## src/rtl/arb_pkg.sv

```systemverilog
// arb_pkg: shared state encoding and sizing for the round-robin arbiter.
// Contents: state_e (IDLE/GRANT), N_REQ requester count, IDX_W index width.
package arb_pkg;
    localparam int N_REQ = 8;
    localparam int IDX_W = 3;
    typedef enum logic {IDLE = 1'b0, GRANT = 1'b1} state_e;
endpackage

```

## src/rtl/arb_prio_enc8.sv

```systemverilog
// arb_prio_enc8: 8-input priority encoder, highest set index wins.
// Ports: en_i gates the encoder (output 0 when low), req_i request bits,
//        idx_o binary index of the highest set bit (0 when none).
module arb_prio_enc8
    import arb_pkg::*;
(
    input  logic             en_i,
    input  logic [N_REQ-1:0] req_i,
    output logic [IDX_W-1:0] idx_o
);
    always_comb begin
        idx_o = '0;
        for (int k = 0; k < N_REQ; k++)
            if (en_i && req_i[k]) idx_o = IDX_W'(k);
    end
endmodule

```

## src/rtl/rr_arbiter_8.sv

```systemverilog
// rr_arbiter_8: 8-way round-robin arbiter with hold limit and timeout pulse.
// Ports: clk clock, rst_n sync active-low reset, en_i enable, req_i requests,
//        release_i holder done, grant_o one-hot grant, grant_id_o index,
//        grant_valid_o grant active, timeout_o hold-limit revoke pulse.
module rr_arbiter_8
    import arb_pkg::*;
#(
    parameter int MAX_HOLD = 16
) (
    input  logic             clk,
    input  logic             rst_n,
    input  logic             en_i,
    input  logic [N_REQ-1:0] req_i,
    input  logic             release_i,
    output logic [N_REQ-1:0] grant_o,
    output logic [IDX_W-1:0] grant_id_o,
    output logic             grant_valid_o,
    output logic             timeout_o
);
    state_e           state_q, state_d;
    logic [N_REQ-1:0] grant_q, grant_d;
    logic [IDX_W-1:0] id_q, id_d, last_q, last_d;
    logic [7:0]       hold_q, hold_d;
    logic             timeout_q, timeout_d;
    logic [N_REQ-1:0] masked;
    logic [IDX_W-1:0] idx_m, idx_u, win;
    logic             expire, keep;

    // Requesters below the last winner get first pick; otherwise wrap to all.
    assign masked = req_i & ((N_REQ'(1) << last_q) - N_REQ'(1));

    arb_prio_enc8 u_enc_m (.en_i(en_i), .req_i(masked), .idx_o(idx_m));
    arb_prio_enc8 u_enc_u (.en_i(en_i), .req_i(req_i),  .idx_o(idx_u));

    assign win    = (|masked) ? idx_m : idx_u;
    assign expire = hold_q >= 8'(MAX_HOLD);
    assign keep   = en_i && !release_i && req_i[id_q] && !expire;

    always_comb begin
        state_d   = state_q;
        grant_d   = grant_q;
        id_d      = id_q;
        last_d    = last_q;
        hold_d    = hold_q;
        timeout_d = 1'b0;
        if (state_q == IDLE) begin
            if (en_i && |req_i) begin
                state_d = GRANT;
                grant_d = N_REQ'(1) << win;
                id_d    = win;
                last_d  = win;
                hold_d  = 8'd1;
            end
        end else if (keep) begin
            hold_d = hold_q + 8'd1;
        end else begin
            state_d   = IDLE;
            grant_d   = '0;
            id_d      = '0;
            // A simultaneous release takes precedence over expiry.
            timeout_d = expire && !release_i;
        end
    end

    always_ff @(posedge clk) begin
        if (!rst_n) begin
            state_q   <= IDLE;
            grant_q   <= '0;
            id_q      <= '0;
            last_q    <= '0;
            hold_q    <= '0;
            timeout_q <= 1'b0;
        end else begin
            state_q   <= state_d;
            grant_q   <= grant_d;
            id_q      <= id_d;
            last_q    <= last_d;
            hold_q    <= hold_d;
            timeout_q <= timeout_d;
        end
    end

    assign grant_o       = grant_q;
    assign grant_id_o    = id_q;
    assign grant_valid_o = state_q == GRANT;
    assign timeout_o     = timeout_q;
endmodule

```

## config.mk

```make
export PLATFORM = sky130hd
export DESIGN_NAME = rr_arbiter_8
export DESIGN_NICKNAME = d
export VERILOG_FILES = /design/src/rtl/arb_pkg.sv /design/src/rtl/arb_prio_enc8.sv /design/src/rtl/rr_arbiter_8.sv
export SDC_FILE = /design/constraint.sdc
export NUM_CORES = 1
export LEC_CHECK = 0
export ABC_AREA = 1
export CORE_MARGIN = 4
export CORE_UTILIZATION = 56
export DETAILED_ROUTE_END_ITERATION = 12
export PLACE_DENSITY = 0.92
export REMOVE_ABC_BUFFERS = 1
export SLEW_MARGIN = 40
export SYNTH_ARGS = -nofsm -noshare
export SYNTH_HDL_FRONTEND = slang
export SYNTH_SLANG_ARGS = --single-unit
```

## constraint.sdc

```tcl
create_clock -name clk -period 2.7 [get_ports clk]
set_input_delay 0.81 -clock clk [delete_from_list [all_inputs] [get_ports clk]]
set_output_delay 0.81 -clock clk [all_outputs]
set_load 0.02 [all_outputs]
```

# After elaboration in Yosys (flattened, before gate mapping)
# Index checks and enable logic that the tools add are counted.
[word_totals] regBits=24 input_bits=12 output_inout_bits=13
[op_classes] n_addsub=2 n_lt_le_gt_ge=2 eq_ne=2 shifts=2 mux=29 bitwise_logic=3 n_reduce_logical=28
[op_table] operator="2-to-1 mux 8 bit" n=6
[op_table] operator="2-to-1 mux 3 bit" n=12
[op_table] operator="logical AND 1 bit" n=19
[op_table] operator="OR reduction 8 bit" n=2
[op_table] operator="left shift 1 x 3 -> 8 bit (first input constant)" n=2
[op_table] operator="adder 8 x 1 -> 8 bit (second input constant)" n=1
[op_table] operator="AND 8 bit" n=1
[op_table] operator="greater-or-equal comparator 8 x 5 -> 1 bit (second input constant)" n=1
[op_table] operator="2-to-1 mux 2 bit" n=4
[op_table] operator="subtractor 8 x 1 -> 8 bit (second input constant)" n=1
[op_table] operator="2-to-1 mux 1 bit" n=6
[op_table] operator="AND reduction 2 bit" n=3
[op_table] operator="less-than comparator 3 x 4 -> 1 bit (second input constant)" n=1
[op_table] operator="!= test 2 bit (second input constant)" n=2
[op_table] operator="binary-select mux 1 bit (select 3 bit)" n=1
[op_table] operator="OR reduction 3 bit" n=1
[op_table] operator="zero test 1 bit" n=2
[op_table] operator="NOT 1 bit" n=2
[op_table] operator="nonzero test 2 bit" n=1

# Logic depth before layout (Yosys ltp)
# Gate-level depths: netlist of run 1.
[logic_depth] word_depth=15 ltp_mapped=13

# By module
# Synthesis of run 1 repeated with hierarchy kept, for this count alone.
[hier_totals] hier_cells=236 area_unflattened_um2=1506.4
[modules_own_cells] mod="rr_arbiter_8" instances=1 cells_per_inst=200 area_per_inst_um2=1358.8
[modules_own_cells] mod="arb_prio_enc8" instances=2 cells_per_inst=18 area_per_inst_um2=73.8

# Worst setup path after synthesis of run 1
# OpenSTA, ideal clock, no wires.
[synth_timing] path_type="input to register" start="input en_i" end="register grant_q[6] (netlist: grant_o[6])" setup_ps=131 t_arrival_ps=1709 required_ps=2569 setup_slack_ps=860 stages=8 path_buffers=1 path_cell_list="buf_2 -> inv_2 -> nor3_2 -> inv_2 -> nand2_2 -> inv_2 -> nand2_1 -> a21oi_2"
[synth_between] elab_chain_len=12
[synth_rtl] element="from (decl)" line="rr_arbiter_8.sv:12" source="input logic en_i,"
[synth_rtl] element="logical AND 1 bit" line="arb_prio_enc8.sv:14" source="if (en_i && req_i[k]) idx_o = IDX_W'(k);"
[synth_rtl] element="2-to-1 mux 1 bit" line="arb_prio_enc8.sv:14"
[synth_rtl] element="2-to-1 mux 2 bit (2 in a row)" line="arb_prio_enc8.sv:14"
[synth_rtl] element="2-to-1 mux 3 bit (4 in a row)" line="arb_prio_enc8.sv:14"
[synth_rtl] element="2-to-1 mux 3 bit" line="rr_arbiter_8.sv:35" source="assign win = (|masked) ? idx_m : idx_u;"
[synth_rtl] element="left shift 1 x 3 -> 8 bit" line="rr_arbiter_8.sv:49" source="grant_d = N_REQ'(1) << win;"
[synth_rtl] element="2-to-1 mux 8 bit" line="rr_arbiter_8.sv:47" source="if (en_i && |req_i) begin"
[synth_rtl] element="2-to-1 mux 8 bit" line="rr_arbiter_8.sv:46" source="if (state_q == IDLE) begin"
[synth_rtl] element="to (signal assigned)" line="rr_arbiter_8.sv:75" source="grant_q <= grant_d;"
[synth_rtl] element="to (decl)" line="rr_arbiter_8.sv:21" source="logic [N_REQ-1:0] grant_q, grant_d;"
# Several ways; a longest one is shown, not always the timed one. The select of a mux whose other input is x is not followed.
# A chain may end at the register's enable or synchronous reset.

# Final worst setup path of run 1
[layout_timing] start="register state_q (netlist: grant_valid_o)" end="output grant_valid_o"
[layout_lines] element="from (decl)" line="rr_arbiter_8.sv:20" source="state_e state_q, state_d;"
[layout_lines] element="from (signal assigned)" line="rr_arbiter_8.sv:74" source="state_q <= state_d;"
[layout_lines] element="to (decl)" line="rr_arbiter_8.sv:17" source="output logic grant_valid_o,"
# No word-level cell between the ends.

==> impl_metrics.env, run 1 <==
export IMPL_fin_util=0.747
export IMPL_multi_input_area_sq_um=785
export IMPL_p_int_w=0.000555
export IMPL_hold_slack_ps=458
export IMPL_cts_num_sinks=24
export IMPL_yosysSeqAreaShare=0.344
export IMPL_p_switching_w=0.000285
export IMPL_core_area_sq_um=2300
export IMPL_antenna_found_initial=0
export IMPL_dpl_hpwl_mm=2.58
export IMPL_yosys_top_cells_count="64 x nand2_1, 24 x dfxtp_1, 24 x inv_1, 24 x nor2_1, 16 x nand3_1"
export IMPL_cts_tree="done"
export IMPL_crit_type="reg -> out"
export IMPL_hold_viol=0
export IMPL_fill_cells=193
export IMPL_synthFlopType="dfxtp_1"
export IMPL_vias=1404
export IMPL_async_flop_share=0
export IMPL_drv_cap=0
export IMPL_p_comb_frac=0.307
export IMPL_synth_top_family_by_area="simple AND/OR/NAND/NOR gates"
export IMPL_synthToLayoutAreaGrowth_pct=22.7
export IMPL_synthTopCellsByArea="dfxtp_1 34%, nand2_1 17%, inv_1 6.4%, nor2_1 6.4%, nand3_1 5.7%"
export IMPL_synthMostInstantiatedCell="nand2_1"
export IMPL_post_cts_buffers=0
export IMPL_worstHoldStart="hold_q[5]$_SDFFE_PN0P_"
export IMPL_clock_skew_ps=5.03
export IMPL_synth_cells=218
export IMPL_fp_row_count=17
export IMPL_crit_arrival_ps=1420
export IMPL_fmax_mhz=449
export IMPL_power_share_clock=0.223
export IMPL_drc_errors=0
export IMPL_synth_area_leader_cell="dfxtp_1"
export IMPL_critPathMaxStageDelay_ps=650
export IMPL_critPathCaptureType="primary output"
export IMPL_clock_latency_ps=320
export IMPL_root_buffer="clkbuf_4"
export IMPL_regArea_sq_um=480
export IMPL_muxShareOfSynthArea=0
export IMPL_place_inst=270
export IMPL_outcome="finished clean"
export IMPL_cts_max_path_buffers=2
export IMPL_io_buffers=24
export IMPL_io_pins=25
export IMPL_ys_warn_count=0
export IMPL_fin_setup_tns_ps=0
export IMPL_viasPerCell=5.12
export IMPL_die_h_um=58.0
export IMPL_reg2reg_slack_ps=1190
export IMPL_path_max_fanout=5
export IMPL_max_vdd_ir_drop_mv=0.488
export IMPL_clk_pin_slew_ps=120
export IMPL_track_usage=0.199
export IMPL_grt_pass1_vias=1235
export IMPL_crit_family="buffers and inverters"
export IMPL_finalCritPeriodShare=0.825
export IMPL_cellLeakagePower_nw=0.747
export IMPL_startpoint_type="flop"
export IMPL_slowest_stage="clkdlybuf4s50_1"
export IMPL_nNetsFinal=261
export IMPL_drt_iter0_drc=55
export IMPL_die_width_um=58.0
export IMPL_synthAdderAreaFrac=0.0179
export IMPL_synthSimpleGateAreaFrac=0.435
export IMPL_r2r_cells=12
export IMPL_rsz0062_at_grt="no"
export IMPL_cp_num_buf_inv=1
export IMPL_wirelength_mm=3.13
export IMPL_avgSynthCellArea_sq_um=6.41
export IMPL_layout_cells_non_filler=274
export IMPL_detail_route_first_pass_iterations=4
export IMPL_worstMarginPinSlew_ps=378
export IMPL_reg2reg_to="grant_o[2]$_SDFFE_PN0P_"
export IMPL_cp_required_ps=1890
export IMPL_h_tree_depth=1
export IMPL_drive_gt1_frac=0.159
export IMPL_slew_headroom=0.746
export IMPL_numCtsBuffers=3
export IMPL_initial_utilization=0.608
export IMPL_r2r_start="last_q[2]$_SDFFE_PN0P_"
export IMPL_grt_max_degree=15
export IMPL_hold_class="reg -> reg"
export IMPL_swShare=0.339
export IMPL_wl_per_cell_um=11.4
export IMPL_seqPwrFrac=0.470
export IMPL_setup_slack_ps=473
export IMPL_diodes=0
export IMPL_holdPathEnd="hold_q[5]$_SDFFE_PN0P_"
export IMPL_synthXorXnorAreaFrac=0.00627
export IMPL_gp_congestion=0.892
export IMPL_cp_cell_sequence="clkdlybuf4s50_1"
export IMPL_synth_compound_area_share=0.102
export IMPL_power_density_nw_per_um2=489
export IMPL_synth_edf_count=0
export IMPL_whs_path_depth=2
export IMPL_cts_resized=0
export IMPL_yosysUniqueCellTypes=28
export IMPL_ys_ff_latch=24
export IMPL_cts_hold_buf=0
export IMPL_place_ws_ps=235
export IMPL_netlist_area_sq_um=1400
export IMPL_grt_pass1_wl_mm=5.24
export IMPL_dieArea_sq_um=3360
export IMPL_ant_nets=0
export IMPL_grt_ovfl_total=0
export IMPL_min_period_ps=2230
export IMPL_setup_violations=0
export IMPL_drv_slew=0
export IMPL_yosysTopAreaCellShare=0.344
-- cells in the final DEF, fill, tap and decap left out, drive strengths merged, types with 4 or more instances in the layout --
master / n
a21oi: 13
o21ai: 6
clkdlybuf4s50: 24
nand3: 18
nand2: 74
inv: 32
clkbuf: 4
nor2: 32
dfxtp: 24
nor3: 5
-- cell type report --
cell class,count,share of cell area
Sequential cell,24,0.280
Tap cell,28,0.0204
Multi-Input combinational cell,159,0.457
Inverter,33,0.0722
Timing Repair Buffer,26,0.149
Clock buffer,4,0.0212
-- state kept, by name, summed over array words and instances, names as in the netlist --
| signal | cells |
|---|---|
| timeout_o | 1 |
| grant_o | 8 |
| grant_valid_o | 1 |
| hold_q | 8 |
| grant_id_o | 3 |
| last_q | 3 |
-- power groups by stage --
| stage | clock, W | sequential, W | combinational, W |
|---|---|---|---|
| after floorplan | 0 | 0.000416 | 0.000153 |
| after global placement | 0 | 0.000402 | 0.000253 |
| after detailed placement | 0 | 0.000402 | 0.000256 |
| after CTS | 0.000192 | 0.000394 | 0.000257 |
| after global routing | 0.000205 | 0.000398 | 0.000286 |
| final | 0.000187 | 0.000394 | 0.000258 |
-- logic make-up (layout without fill, tap and decap cells) --
family,after synthesis,after routing
simple gates,132,132
buf+inv,35,63
flops,24,24
fa+ha+maj,2,2
compound gates,24,24
xor+xnor,1,1
-- routing by layer --
metal | up-vias | wire length, um | track usage
met5 | - | 0 | 0
met4 | 0 | 35 | 0.0596
met3 | 4 | 162 | 0.0535
met2 | 30 | 1420 | 0.316
met1 | 633 | 1510 | 0.264
li1 | 737 | - | -
-- how the worst max path moves through the flow --
stage,slack [ps],from,end,depth (start not counted)
finish,470,grant_valid_o$_SDFF_PN0_,grant_valid_o,1
CTS,470,grant_valid_o$_SDFF_PN0_,grant_valid_o,1
detailed placement,230,req_i[4],grant_o[2]$_SDFFE_PN0P_,10
global route,410,grant_valid_o$_SDFF_PN0_,grant_valid_o,1
global placement,260,req_i[4],grant_o[4]$_SDFFE_PN0P_,10
floorplan,930,req_i[4],grant_o[6]$_SDFFE_PN0P_,9
-- per-stage QoR --
stage,instance area [sq um],total power [W]
4_1_cts,1720,0.000843
6_report,1720,0.000840
3_5_place_dp,1680,0.000658
2_1_floorplan,1390,0.000569
3_3_place_gp,1680,0.000654
5_1_grt,1720,0.000889
(Power assumes the default switching activity.)
==> inputs of run 2 (changes only) <==
--- a/config.mk
+++ b/config.mk
@@ -7,9 +7,9 @@
 export LEC_CHECK = 0
 export ABC_AREA = 1
 export CORE_MARGIN = 4
-export CORE_UTILIZATION = 56
+export CORE_UTILIZATION = 52
 export DETAILED_ROUTE_END_ITERATION = 12
-export PLACE_DENSITY = 0.92
+export PLACE_DENSITY = 0.87
 export REMOVE_ABC_BUFFERS = 1
 export SLEW_MARGIN = 40
 export SYNTH_ARGS = -nofsm -noshare
==> constraint.sdc (replaced) <==
create_clock -name clk -period 2.3 [get_ports clk]
set_input_delay 0.69 -clock clk [delete_from_list [all_inputs] [get_ports clk]]
set_output_delay 0.69 -clock clk [all_outputs]
set_load 0.02 [all_outputs]
==> run 2 against run 1 <==
Net effect:
- sequential power grew 18%
- die area increased by 6.6%
- register-to-register slack worse by 400 ps
- hold slack worse by 8.1 ps
- via count is 0.43% higher
- cell count grew 2.9%
- global-route usage is 0.19 points higher
- critical endpoint is now grant_id_o[0]
- largest power group unchanged
==> impl_metrics.env, run 2 (synthesis gave the netlist of run 1 again) <==
export IMPL_outcome="finished clean"
export IMPL_die_width_um=59.8
export IMPL_r2r_start="grant_id_o[0]$_SDFFE_PN0P_"
export IMPL_dieArea_sq_um=3580
export IMPL_finalCritPeriodShare=0.913
export IMPL_dpl_hpwl_mm=2.65
export IMPL_die_h_um=59.8
export IMPL_fp_row_count=18
export IMPL_initial_utilization=0.554
export IMPL_worstMarginPinSlew_ps=271
export IMPL_final_cell_mix="64 x nand2_1, 24 x inv_1, 24 x nor2_1, 24 x dfxtp_1, 24 x clkdlybuf4s50_1"
export IMPL_drc_errors=0
export IMPL_power_density_nw_per_um2=541
export IMPL_startpoint_type="flop"
export IMPL_power_share_clock=0.185
export IMPL_detail_route_first_pass_iterations=5
export IMPL_cellLeakagePower_nw=0.775
export IMPL_clock_skew_ps=13.8
export IMPL_cp_required_ps=1610
export IMPL_numCtsBuffers=3
export IMPL_cts_hold_buf=0
export IMPL_antenna_found_initial=0
export IMPL_p_comb_frac=0.328
export IMPL_crit_family="buffers and inverters"
export IMPL_path_max_fanout=6
export IMPL_viasPerCell=5.00
export IMPL_max_vdd_ir_drop_mv=0.598
export IMPL_vias=1410
export IMPL_fin_setup_tns_ps=0
export IMPL_drt_iter0_drc=53
export IMPL_setup_violations=0
export IMPL_p_int_w=0.000623
export IMPL_fin_util=0.696
export IMPL_wirelength_mm=3.21
export IMPL_crit_type="reg -> out"
export IMPL_slowest_stage="clkdlybuf4s50_1"
export IMPL_cts_max_path_buffers=2
export IMPL_cts_num_sinks=24
export IMPL_gp_congestion=0.842
export IMPL_io_buffers=24
export IMPL_grt_pass1_wl_mm=5.66
export IMPL_hold_class="reg -> reg"
export IMPL_cp_cell_sequence="clkdlybuf4s50_1"
export IMPL_ant_nets=0
export IMPL_crit_end="grant_id_o[0]"
export IMPL_drv_slew=0
export IMPL_r2r_cells=10
export IMPL_cts_resized=0
export IMPL_nNetsFinal=268
export IMPL_synthToLayoutAreaGrowth_pct=25.7
export IMPL_crit_start="grant_id_o[0]$_SDFFE_PN0P_"
export IMPL_layout_cells_non_filler=282
export IMPL_grt_max_degree=13
export IMPL_wl_per_cell_um=11.4
export IMPL_post_cts_buffers=0
export IMPL_rsz0062_at_grt="no"
export IMPL_cts_tree="done"
export IMPL_reg2reg_slack_ps=790
export IMPL_p_switching_w=0.000328
export IMPL_io_pins=25
export IMPL_reg2reg_to="hold_q[1]$_SDFFE_PN0P_"
export IMPL_clk_pin_slew_ps=120
export IMPL_layout_commonest_cell="nand2_1"
export IMPL_grt_ovfl_total=0
export IMPL_min_period_ps=2100
export IMPL_seqPwrFrac=0.487
export IMPL_drive_gt1_frac=0.179
export IMPL_core_area_sq_um=2520
export IMPL_fill_cells=231
export IMPL_critPathMaxStageDelay_ps=640
export IMPL_track_usage=0.201
export IMPL_h_tree_depth=1
export IMPL_place_inst=279
export IMPL_crit_arrival_ps=1410
export IMPL_hold_viol=0
export IMPL_root_buffer="clkbuf_4"
export IMPL_cp_num_buf_inv=1
export IMPL_critPathCaptureType="primary output"
export IMPL_diodes=0
export IMPL_grt_pass1_vias=1354
export IMPL_swShare=0.344
export IMPL_drv_cap=0
export IMPL_slew_headroom=0.819
export IMPL_fmax_mhz=476
export IMPL_critical_path_depth=1
export IMPL_clock_latency_ps=310
run 2: changes by cell type in the layout (fill, tap and decap cells not counted), sizes merged:
cell and delta:
clkbuf -1, buf +7
run 2: metrics by stage:
stage | total power (W) | hold WS (ps) | cell area, sq um | worst slack, ps
global placement | 0.000779 | 437 | 1730 | 11.6
floorplan | 0.000668 | 423 | 1390 | 651
CTS | 0.000958 | 454 | 1760 | 182
detailed placement | 0.000784 | 437 | 1730 | -17.8
global route | 0.00101 | 488 | 1760 | 132
finish | 0.000951 | 450 | 1760 | 201
run 2: power groups by stage:
stage	sequential, W	clock, W	combinational [W]
5_1_grt	0.000468	0.000191	0.000348
6_report	0.000463	0.000176	0.000312
3_5_place_dp	0.000473	0	0.000311
4_1_cts	0.000463	0.000182	0.000312
3_3_place_gp	0.000473	0	0.000306
2_1_floorplan	0.000488	0	0.000180
run 2: worst min-delay path, stage by stage, from the launching register on:
cell and delay [ps]:
dfxtp_1 320, inv_1 60, nor3_1 50
run 2: worst min-delay path by stage:
stage / start / to / cells after the start
4_1_cts: hold_q[5]$_SDFFE_PN0P_ / hold_q[5]$_SDFFE_PN0P_ / 2
3_5_place_dp: hold_q[5]$_SDFFE_PN0P_ / hold_q[5]$_SDFFE_PN0P_ / 2
2_1_floorplan: hold_q[7]$_SDFFE_PN0P_ / hold_q[7]$_SDFFE_PN0P_ / 2
3_3_place_gp: hold_q[7]$_SDFFE_PN0P_ / hold_q[7]$_SDFFE_PN0P_ / 2
6_report: hold_q[5]$_SDFFE_PN0P_ / hold_q[5]$_SDFFE_PN0P_ / 2
5_1_grt: hold_q[5]$_SDFFE_PN0P_ / hold_q[5]$_SDFFE_PN0P_ / 2
run 2: layout make-up:
class                   count  area [sq um]  area share
clock buffers               3          22.5      0.0128
inverters                  33           124      0.0705
flip-flops and latches     24           480       0.274
multi-input cells         159           785       0.447
repair buffers             33           308       0.175
well taps                  30          37.5      0.0214
run 2: layer usage:
layer / GRT usage / wire length (um)
met2: 0.341 / 1480
met3: 0.0454 / 189
met4: 0.0127 / 0
met5: 0 / 0
met1: 0.272 / 1540
==> inputs of run 3 (changes only) <==
--- a/config.mk
+++ b/config.mk
@@ -6,6 +6,7 @@
 export NUM_CORES = 1
 export LEC_CHECK = 0
 export ABC_AREA = 1
+export CORE_ASPECT_RATIO = 0.8
 export CORE_MARGIN = 4
 export CORE_UTILIZATION = 52
 export DETAILED_ROUTE_END_ITERATION = 12
==> run 3 against run 2 <==
Net effect:
- clock skew fell by 11 ps
- global-route usage fell by 0.36 points
- critical path depth did not move
- utilization fell by 0.34 points
- final area fell by 1.3%
- critical path type unchanged
- wire length fell by 1.5%
- count of clock-buffer cells in the layout did not move
- total power fell by 0.25%
- flip-flop and latch count did not move
- cell count rose by 0.71%
- first-iteration DRC count rose by 81%
==> impl_metrics.env, run 3 (synthesis gave the netlist of run 1 again) <==
export IMPL_reg2reg_to="grant_o[5]$_SDFFE_PN0P_"
export IMPL_drv_slew=0
export IMPL_finalCritPeriodShare=0.908
export IMPL_hold_viol=0
export IMPL_clock_skew_ps=3.20
export IMPL_diodes=0
export IMPL_wl_per_cell_um=11.1
export IMPL_initial_utilization=0.558
export IMPL_cts_resized=0
export IMPL_wirelength_mm=3.17
export IMPL_io_pins=25
export IMPL_dieArea_sq_um=3590
export IMPL_cts_tree="done"
export IMPL_power_density_nw_per_um2=547
export IMPL_track_usage=0.198
export IMPL_cp_cell_sequence="clkdlybuf4s50_1"
export IMPL_crit_arrival_ps=1400
export IMPL_nNetsFinal=264
export IMPL_grt_pass1_vias=1231
export IMPL_r2r_cells=12
export IMPL_drive_gt1_frac=0.165
export IMPL_numCtsBuffers=3
export IMPL_cts_num_sinks=24
export IMPL_layout_commonest_cell="nand2_1"
export IMPL_crit_end="grant_id_o[0]"
export IMPL_place_inst=281
export IMPL_critPathMaxStageDelay_ps=640
export IMPL_io_buffers=24
export IMPL_critPathCaptureType="primary output"
export IMPL_fmax_mhz=479
export IMPL_min_period_ps=2090
export IMPL_synthToLayoutAreaGrowth_pct=24.1
export IMPL_viasPerCell=5.01
export IMPL_ant_nets=0
export IMPL_fin_setup_tns_ps=0
export IMPL_dpl_hpwl_mm=2.59
export IMPL_clock_latency_ps=300
export IMPL_cts_max_path_buffers=2
export IMPL_rsz0062_at_grt="no"
export IMPL_setup_violations=0
export IMPL_die_h_um=54.4
export IMPL_drc_errors=0
export IMPL_drt_iter0_drc=96
export IMPL_worstHoldStart="hold_q[6]$_SDFFE_PN0P_"
export IMPL_h_tree_depth=1
export IMPL_max_vdd_ir_drop_mv=0.357
export IMPL_slowest_stage="clkdlybuf4s50_1"
export IMPL_grt_pass1_wl_mm=5.48
export IMPL_crit_start="grant_id_o[0]$_SDFFE_PN0P_"
export IMPL_worstMarginPinSlew_ps=278
export IMPL_startpoint_type="flop"
export IMPL_r2r_start="last_q[2]$_SDFFE_PN0P_"
export IMPL_cp_num_buf_inv=1
export IMPL_slew_headroom=0.813
export IMPL_post_cts_buffers=0
export IMPL_cellLeakagePower_nw=0.755
export IMPL_detail_route_first_pass_iterations=5
export IMPL_path_max_fanout=6
export IMPL_hold_class="reg -> reg"
export IMPL_reg2reg_slack_ps=790
export IMPL_root_buffer="clkbuf_4"
export IMPL_critical_path_depth=1
export IMPL_vias=1423
export IMPL_antenna_found_initial=0
export IMPL_core_area_sq_um=2500
export IMPL_final_cell_mix="64 x nand2_1, 24 x inv_1, 24 x nor2_1, 24 x dfxtp_1, 24 x clkdlybuf4s50_1"
export IMPL_layout_cells_non_filler=284
export IMPL_cts_hold_buf=0
export IMPL_cp_required_ps=1610
export IMPL_gp_congestion=0.885
export IMPL_grt_ovfl_total=0
export IMPL_clk_pin_slew_ps=120
export IMPL_drv_cap=0
export IMPL_outcome="finished clean"
export IMPL_crit_family="buffers and inverters"
export IMPL_crit_type="reg -> out"
export IMPL_grt_max_degree=13
export IMPL_fp_row_count=16
export IMPL_die_width_um=66.0
==> run 3: changes by cell type in the layout (fill, tap and decap cells not counted) <==
cell / change
buf_4: -4
==> run 3: area by class of cell <==
type	count	area, sq um
Clock buffer	3	22.5
Fill cell	227	768
Inverter	33	124
Multi-Input combinational cell	159	785
Sequential cell	24	480
Tap cell	36	45.0
Timing Repair Buffer	29	278
==> run 3: worst min-delay path by stage <==
stage | cells past startpoint | slack (ps) | to
after floorplan | 2 | 420 | hold_q[7]$_SDFFE_PN0P_
after global placement | 2 | 440 | hold_q[7]$_SDFFE_PN0P_
after detailed placement | 2 | 450 | hold_q[5]$_SDFFE_PN0P_
after CTS | 2 | 460 | hold_q[6]$_SDFFE_PN0P_
after global routing | 2 | 490 | hold_q[7]$_SDFFE_PN0P_
final | 2 | 460 | hold_q[6]$_SDFFE_PN0P_
==> run 3: through the flow <==
step           total power (W)  utilization  setup WS (ps)  cell area [sq um]  hold WS (ps)
6_report              0.000949        0.693            211               1730           459
5_1_grt                0.00101        0.693            136               1730           493
4_1_cts               0.000948        0.693            207               1730           464
3_5_place_dp          0.000779        0.684           15.5               1710           446
3_3_place_gp          0.000774        0.684           28.4               1710           438
2_1_floorplan         0.000668            -            651               1390           423
==> run 3: routing by layer <==
layer	global-route usage	vias to the layer above	wire, um
li1	-	750	-
met1	0.288	617	1600
met2	0.316	52	1360
met3	0.0431	4	192
met4	0.0101	0	12
met5	0	-	0
==> run 3: power breakdown <==
part           switching (W)  total (W)  leakage (nW)  internal [W]
clock network       0.000116   0.000177        0.0138     0.0000611
registers          0.0000237   0.000463         0.195      0.000440
logic               0.000190   0.000308         0.546      0.000118
==> edit 1 (settings of run 3) <==
Change the package constant `N_REQ` from 8 to 9.
--- a/src/rtl/arb_pkg.sv
+++ b/src/rtl/arb_pkg.sv
@@ -1,7 +1,7 @@
 // arb_pkg: shared state encoding and sizing for the round-robin arbiter.
 // Contents: state_e (IDLE/GRANT), N_REQ requester count, IDX_W index width.
 package arb_pkg;
-    localparam int N_REQ = 8;
+    localparam int N_REQ = 9;
     localparam int IDX_W = 3;
     typedef enum logic {IDLE = 1'b0, GRANT = 1'b1} state_e;
 endpackage
Interface: changed (resized grant_o and req_i); port bits go from 25 to 27. No check against the original RTL was run, so the function may have changed too.
==> edit 1 against run 3 <==
  * Setup slack worse by 0.13 ns
  * Wire length up 14%
  * Cell area up 5.9%
  * Largest cell class unchanged
  * Area after synthesis up 4.4%
  * Clock power up 71%
  * Via count up 4.8%
  * Sequential cell count unchanged
  * Total power up 9.6%
==> edit 1: results (changes against run 3) <==
# diodes=0 (unchanged); Worst R2R Setup Slack=0.72 ns (was 0.79 ns); DRT Pass-1 Iters=5 (unchanged); CP top delay family=buffers and inverters (unchanged); routed len/inst=12.36 um (was 11.14 um); vias per cell=5.110 (was 5.011); setup bufs post-CTS=0 (unchanged); Peak VDD IR=0.5438 mV (was 0.3575 mV); CTS clk-pin slew, worst paths=0.14 ns (was 0.12 ns); worst hold slack=0.4721 ns (was 0.4591 ns); CTS buffer count=3 (unchanged); DP HPWL=2821 um (was 2588 um); Synth top cells by count=nand2_1 (57), inv_1 (27), nor2_1 (25), dfxtp_1 (24), nand3_1 (21) (was nand2_1 (64), dfxtp_1 (24), inv_1 (24), nor2_1 (24), nand3_1 (16)); Total GRT Usage=0.2027 (was 0.1976); post-synthesis cell type count=30 (was 28); ys flop type=dfxtp_1 (unchanged); Area contributors post-synth=dfxtp_1 (33%), nand2_1 (15%), nand3_1 (7.2%) (was dfxtp_1 (34%), nand2_1 (17%), inv_1 (6.4%)); GRT met3 Usage=0.05274 (was 0.04312); register area share after synthesis=0.3293 (was 0.3438); drt initial violations=121 (was 96); Final Skew=0.01329 ns (was 0.003199 ns); crit path max-delay cell type=clkdlybuf4s50_1 (unchanged); Via Count=1,492 (was 1,423); CTS resizes=0 (unchanged); worst slack, placed=-0.01717 ns (was 0.01551 ns); vias in the first global route=1,333 (was 1,231); largest fanout on the critical path=7 (was 6); Placed Cells=288 (was 281); Worst path max stage delay=0.67 ns (was 0.64 ns); syn_area_per_cell=6.542 um2 (was 6.411 um2); global-route met2 utilization=0.2927 (was 0.3161); Static Leak=0.8016 nW (was 0.7548 nW); # port buffers=25 (was 24); Worst-Skew Late Latency=0.32 ns (was 0.30 ns); run status=finished clean (unchanged); routability cong.=0.9498 (was 0.8850); arrival time at the worst endpoint=1.53 ns (was 1.40 ns); GR Util met1=0.3081 (was 0.2879); pin count of the biggest net entering global routing=18 (was 13); layout cells sized above 1=0.1680 (was 0.1653); first-pass GRT wire length=6003 um (was 5478 um); nets=272 (was 264); final worst path period share=0.9651 (was 0.9081); Area after DPL=1784 um2 (was 1712 um2)
==> edit 1: changes by cell type after synthesis, sizes merged, moves of 3 or more <==
cell   change
nand3      +6
o21ai      +4
nand2      -6
nand4      +3
==> edit 1: cell type report <==
| type | instances | area (um2) |
|---|---|---|
| clock buffer | 3 | 22.52 |
| clock inverter | 1 | 30.03 |
| fill | 233 | 725.7 |
| inverter | 34 | 127.6 |
| multi-input combinational | 162 | 828.3 |
| sequential | 24 | 480.5 |
| tap | 36 | 45.04 |
| timing repair buffer | 32 | 302.8 |
==> edit 1: path summary, 6_finish.rpt <==
kind | from | endpoint | depth (start not counted)
hold reg to reg | hold_q[6]$_SDFFE_PN0P_ | hold_q[6]$_SDFFE_PN0P_ | 2
hold / removal | hold_q[6]$_SDFFE_PN0P_ | hold_q[6]$_SDFFE_PN0P_ | 2
setup / recovery | grant_valid_o$_SDFF_PN0_ | grant_valid_o | 1
setup reg to reg | grant_id_o[0]$_SDFFE_PN0P_ | hold_q[0]$_SDFFE_PN0P_ | 10
==> edit 1: metrics by stage <==
stage	setup TNS, ns	power (mW)
final	0	1.040
after global routing	0	1.095
after CTS	0	1.045
after detailed placement	-0.01717	0.7418
after global placement	0	0.7384
after floorplan	0	0.6370
==> edit 1: layer usage <==
| layer | up-vias | routed length [um] |
|---|---|---|
| met3 | 2 | 238 |
| met4 | 0 | 23 |
| met2 | 46 | 1558 |
| li1 | 773 | - |
| met5 | - | 0 |
| met1 | 671 | 1791 |
==> edit 1: cells by family (layout without fill, tap and decap cells) <==
logic type | after synthesis | after routing | synth area share
AND/OR/NAND/NOR | 133 | 133 | 0.4365
buffers and inverters | 37 | 70 | 0.1029
AO/OA/AOI/OAI | 25 | 25 | 0.1055
flip-flops | 24 | 24 | 0.3293
adder cells (fa/ha/maj) | 2 | 2 | 0.01715
other | 1 | 1 | 0.002570
XOR/XNOR | 1 | 1 | 0.006005
==> edit 1: power breakdown <==
part / switching, mW / internal [mW] / leakage [nW]
logic: 0.171 / 0.110 / 0.579
registers: 0.0204 / 0.436 / 0.195
clock network: 0.126 / 0.176 / 0.0279
total: 0.318 / 0.722 / 0.802
==> edit 2 (flow settings as in run 3) <==
Without the edit above. Register the output `timeout_o` once more, cleared by the reset; this adds one clock of latency there. The other outputs are not delayed to match.
--- a/src/rtl/rr_arbiter_8.sv
+++ b/src/rtl/rr_arbiter_8.sv
@@ -83,6 +83,12 @@
     assign grant_o       = grant_q;
     assign grant_id_o    = id_q;
     assign grant_valid_o = state_q == GRANT;
-    assign timeout_o     = timeout_q;
+    always_ff @(posedge clk) begin
+        if (!rst_n) begin
+            timeout_o <= '0;
+        end else begin
+            timeout_o <= timeout_q;
+        end
+    end
 endmodule
 
Behaviour: same outputs for any inputs over 10 cycles, from zero or initial values and one cycle with rst_n low; that may be too few to reach the edited logic, so the function may still have changed.
==> edit 2 against run 3 <==
  * Area after synthesis fell by 0.90%
  * Core utilization increased by 0.95 points
  * Wire length grew 2.3%
  * Global-route usage up 0.75 points
  * Sequential cell count increased by 1
  * Cell area increased by 1.4%
  * Total power up 19%
  * Setup slack got worse by 0.094 ns
==> edit 2: results (changes against run 3) <==
run status=finished clean (unchanged); routability cong.=0.8711 (was 0.8850); drt initial violations=105 (was 96); hold depth=2 (unchanged); GR Util met1=0.2771 (was 0.2879); Peak VDD IR=0.4669 mV (was 0.3575 mV); Placed Cells=282 (was 281); Area after DPL=1730 um2 (was 1712 um2); Top Metal Used=met4 (unchanged); Final Skew=0.006812 ns (was 0.003199 ns); Via Count=1,451 (was 1,423); largest fanout on the critical path=7 (was 6); Worst Hold Class=reg -> reg (unchanged); Synth top cells by count=nand2_1 (69), dfxtp_1 (25), nor2_1 (23), inv_1 (21), nand3_1 (17) (was nand2_1 (64), dfxtp_1 (24), inv_1 (24), nor2_1 (24), nand3_1 (16)); crit path max-delay cell type=clkdlybuf4s50_1 (unchanged); GRT met3 Usage=0.06054 (was 0.04312); compound-gate portion of the synthesized area=0.1129 (was 0.1021); CTS clk-pin slew, worst paths=~0.13 ns; Congestion Overflow GR=0 (unchanged); most numerous cell in the Yosys netlist=nand2_1 (unchanged); register area share after synthesis=0.3613 (was 0.3438); arrival time at the worst endpoint=1.49 ns (was 1.40 ns); Static Leak=0.7670 nW (was 0.7548 nW); Layout Cells excl Fill=286 (was 284); syn_area_per_cell=6.472 um2 (was 6.411 um2); pin count of the biggest net entering global routing=15 (was 13); Area contributors post-synth=dfxtp_1 (36%), nand2_1 (19%), nor2_1 (6.2%) (was dfxtp_1 (34%), nand2_1 (17%), inv_1 (6.4%)); Worst-Skew Late Latency=0.32 ns (was 0.30 ns); post-synthesis adder-cell area fraction=0.01807 (was 0.01791); max_slew headroom=0.8100 (was 0.8133); routed len/inst=11.32 um (was 11.14 um); r2r worst-path depth=9 (was 12); nets=265 (was 264); global-route met2 utilization=0.3245 (was 0.3161); CP top delay family=buffers and inverters (unchanged); xor/xnor cell area share of the yosys netlist=0 (was 0.006267); met2 WL=1482 um (was 1355 um); vias in the first global route=1,271 (was 1,231); first-pass GRT wire length=5699 um (was 5478 um); Total GRT Usage=0.2051 (was 0.1976); met3 routed WL=300 um (was 192 um); routed length on met1=1444 um (was 1604 um); CTS resizes=0 (unchanged); post-synthesis cell type count=26 (was 28); layout cells sized above 1=0.1480 (was 0.1653); Worst path max stage delay=0.67 ns (was 0.64 ns); worst slack, placed=-0.03418 ns (was 0.01551 ns); mux cell area share after synthesis=0 (unchanged); DRT Pass-1 Iters=4 (was 5); DP HPWL=2612 um (was 2588 um)
-- edit 2: final cells by class --
class | instances | area (um2)
multi-input combinational | 158 | 757.0
timing repair buffer | 35 | 322.8
clock inverter | 1 | 5.005
fill | 217 | 744.5
clock buffer | 3 | 22.52
sequential | 25 | 500.5
tap | 36 | 45.04
inverter | 28 | 105.1
-- edit 2: final timing paths --
| path | end | slack (ns) | from |
|---|---|---|---|
| worst min register to register | timeout_o$_SDFF_PN0_ | 0.43 | timeout_q$_SDFF_PP0_ |
| worst max-delay path | grant_id_o[0] | 0.12 | grant_id_o[0]$_SDFFE_PN0P_ |
| worst min-delay path | timeout_o$_SDFF_PN0_ | 0.43 | timeout_q$_SDFF_PP0_ |
| worst max register to register | grant_o[7]$_SDFFE_PN0P_ | 0.68 | last_q[0]$_SDFFE_PN0P_ |
-- edit 2: report_power, final --
part | internal, mW | switching, mW | leakage (nW)
registers | 0.473 | 0.0441 | 0.204
clock network | 0.0651 | 0.128 | 0.0177
logic | 0.167 | 0.254 | 0.546
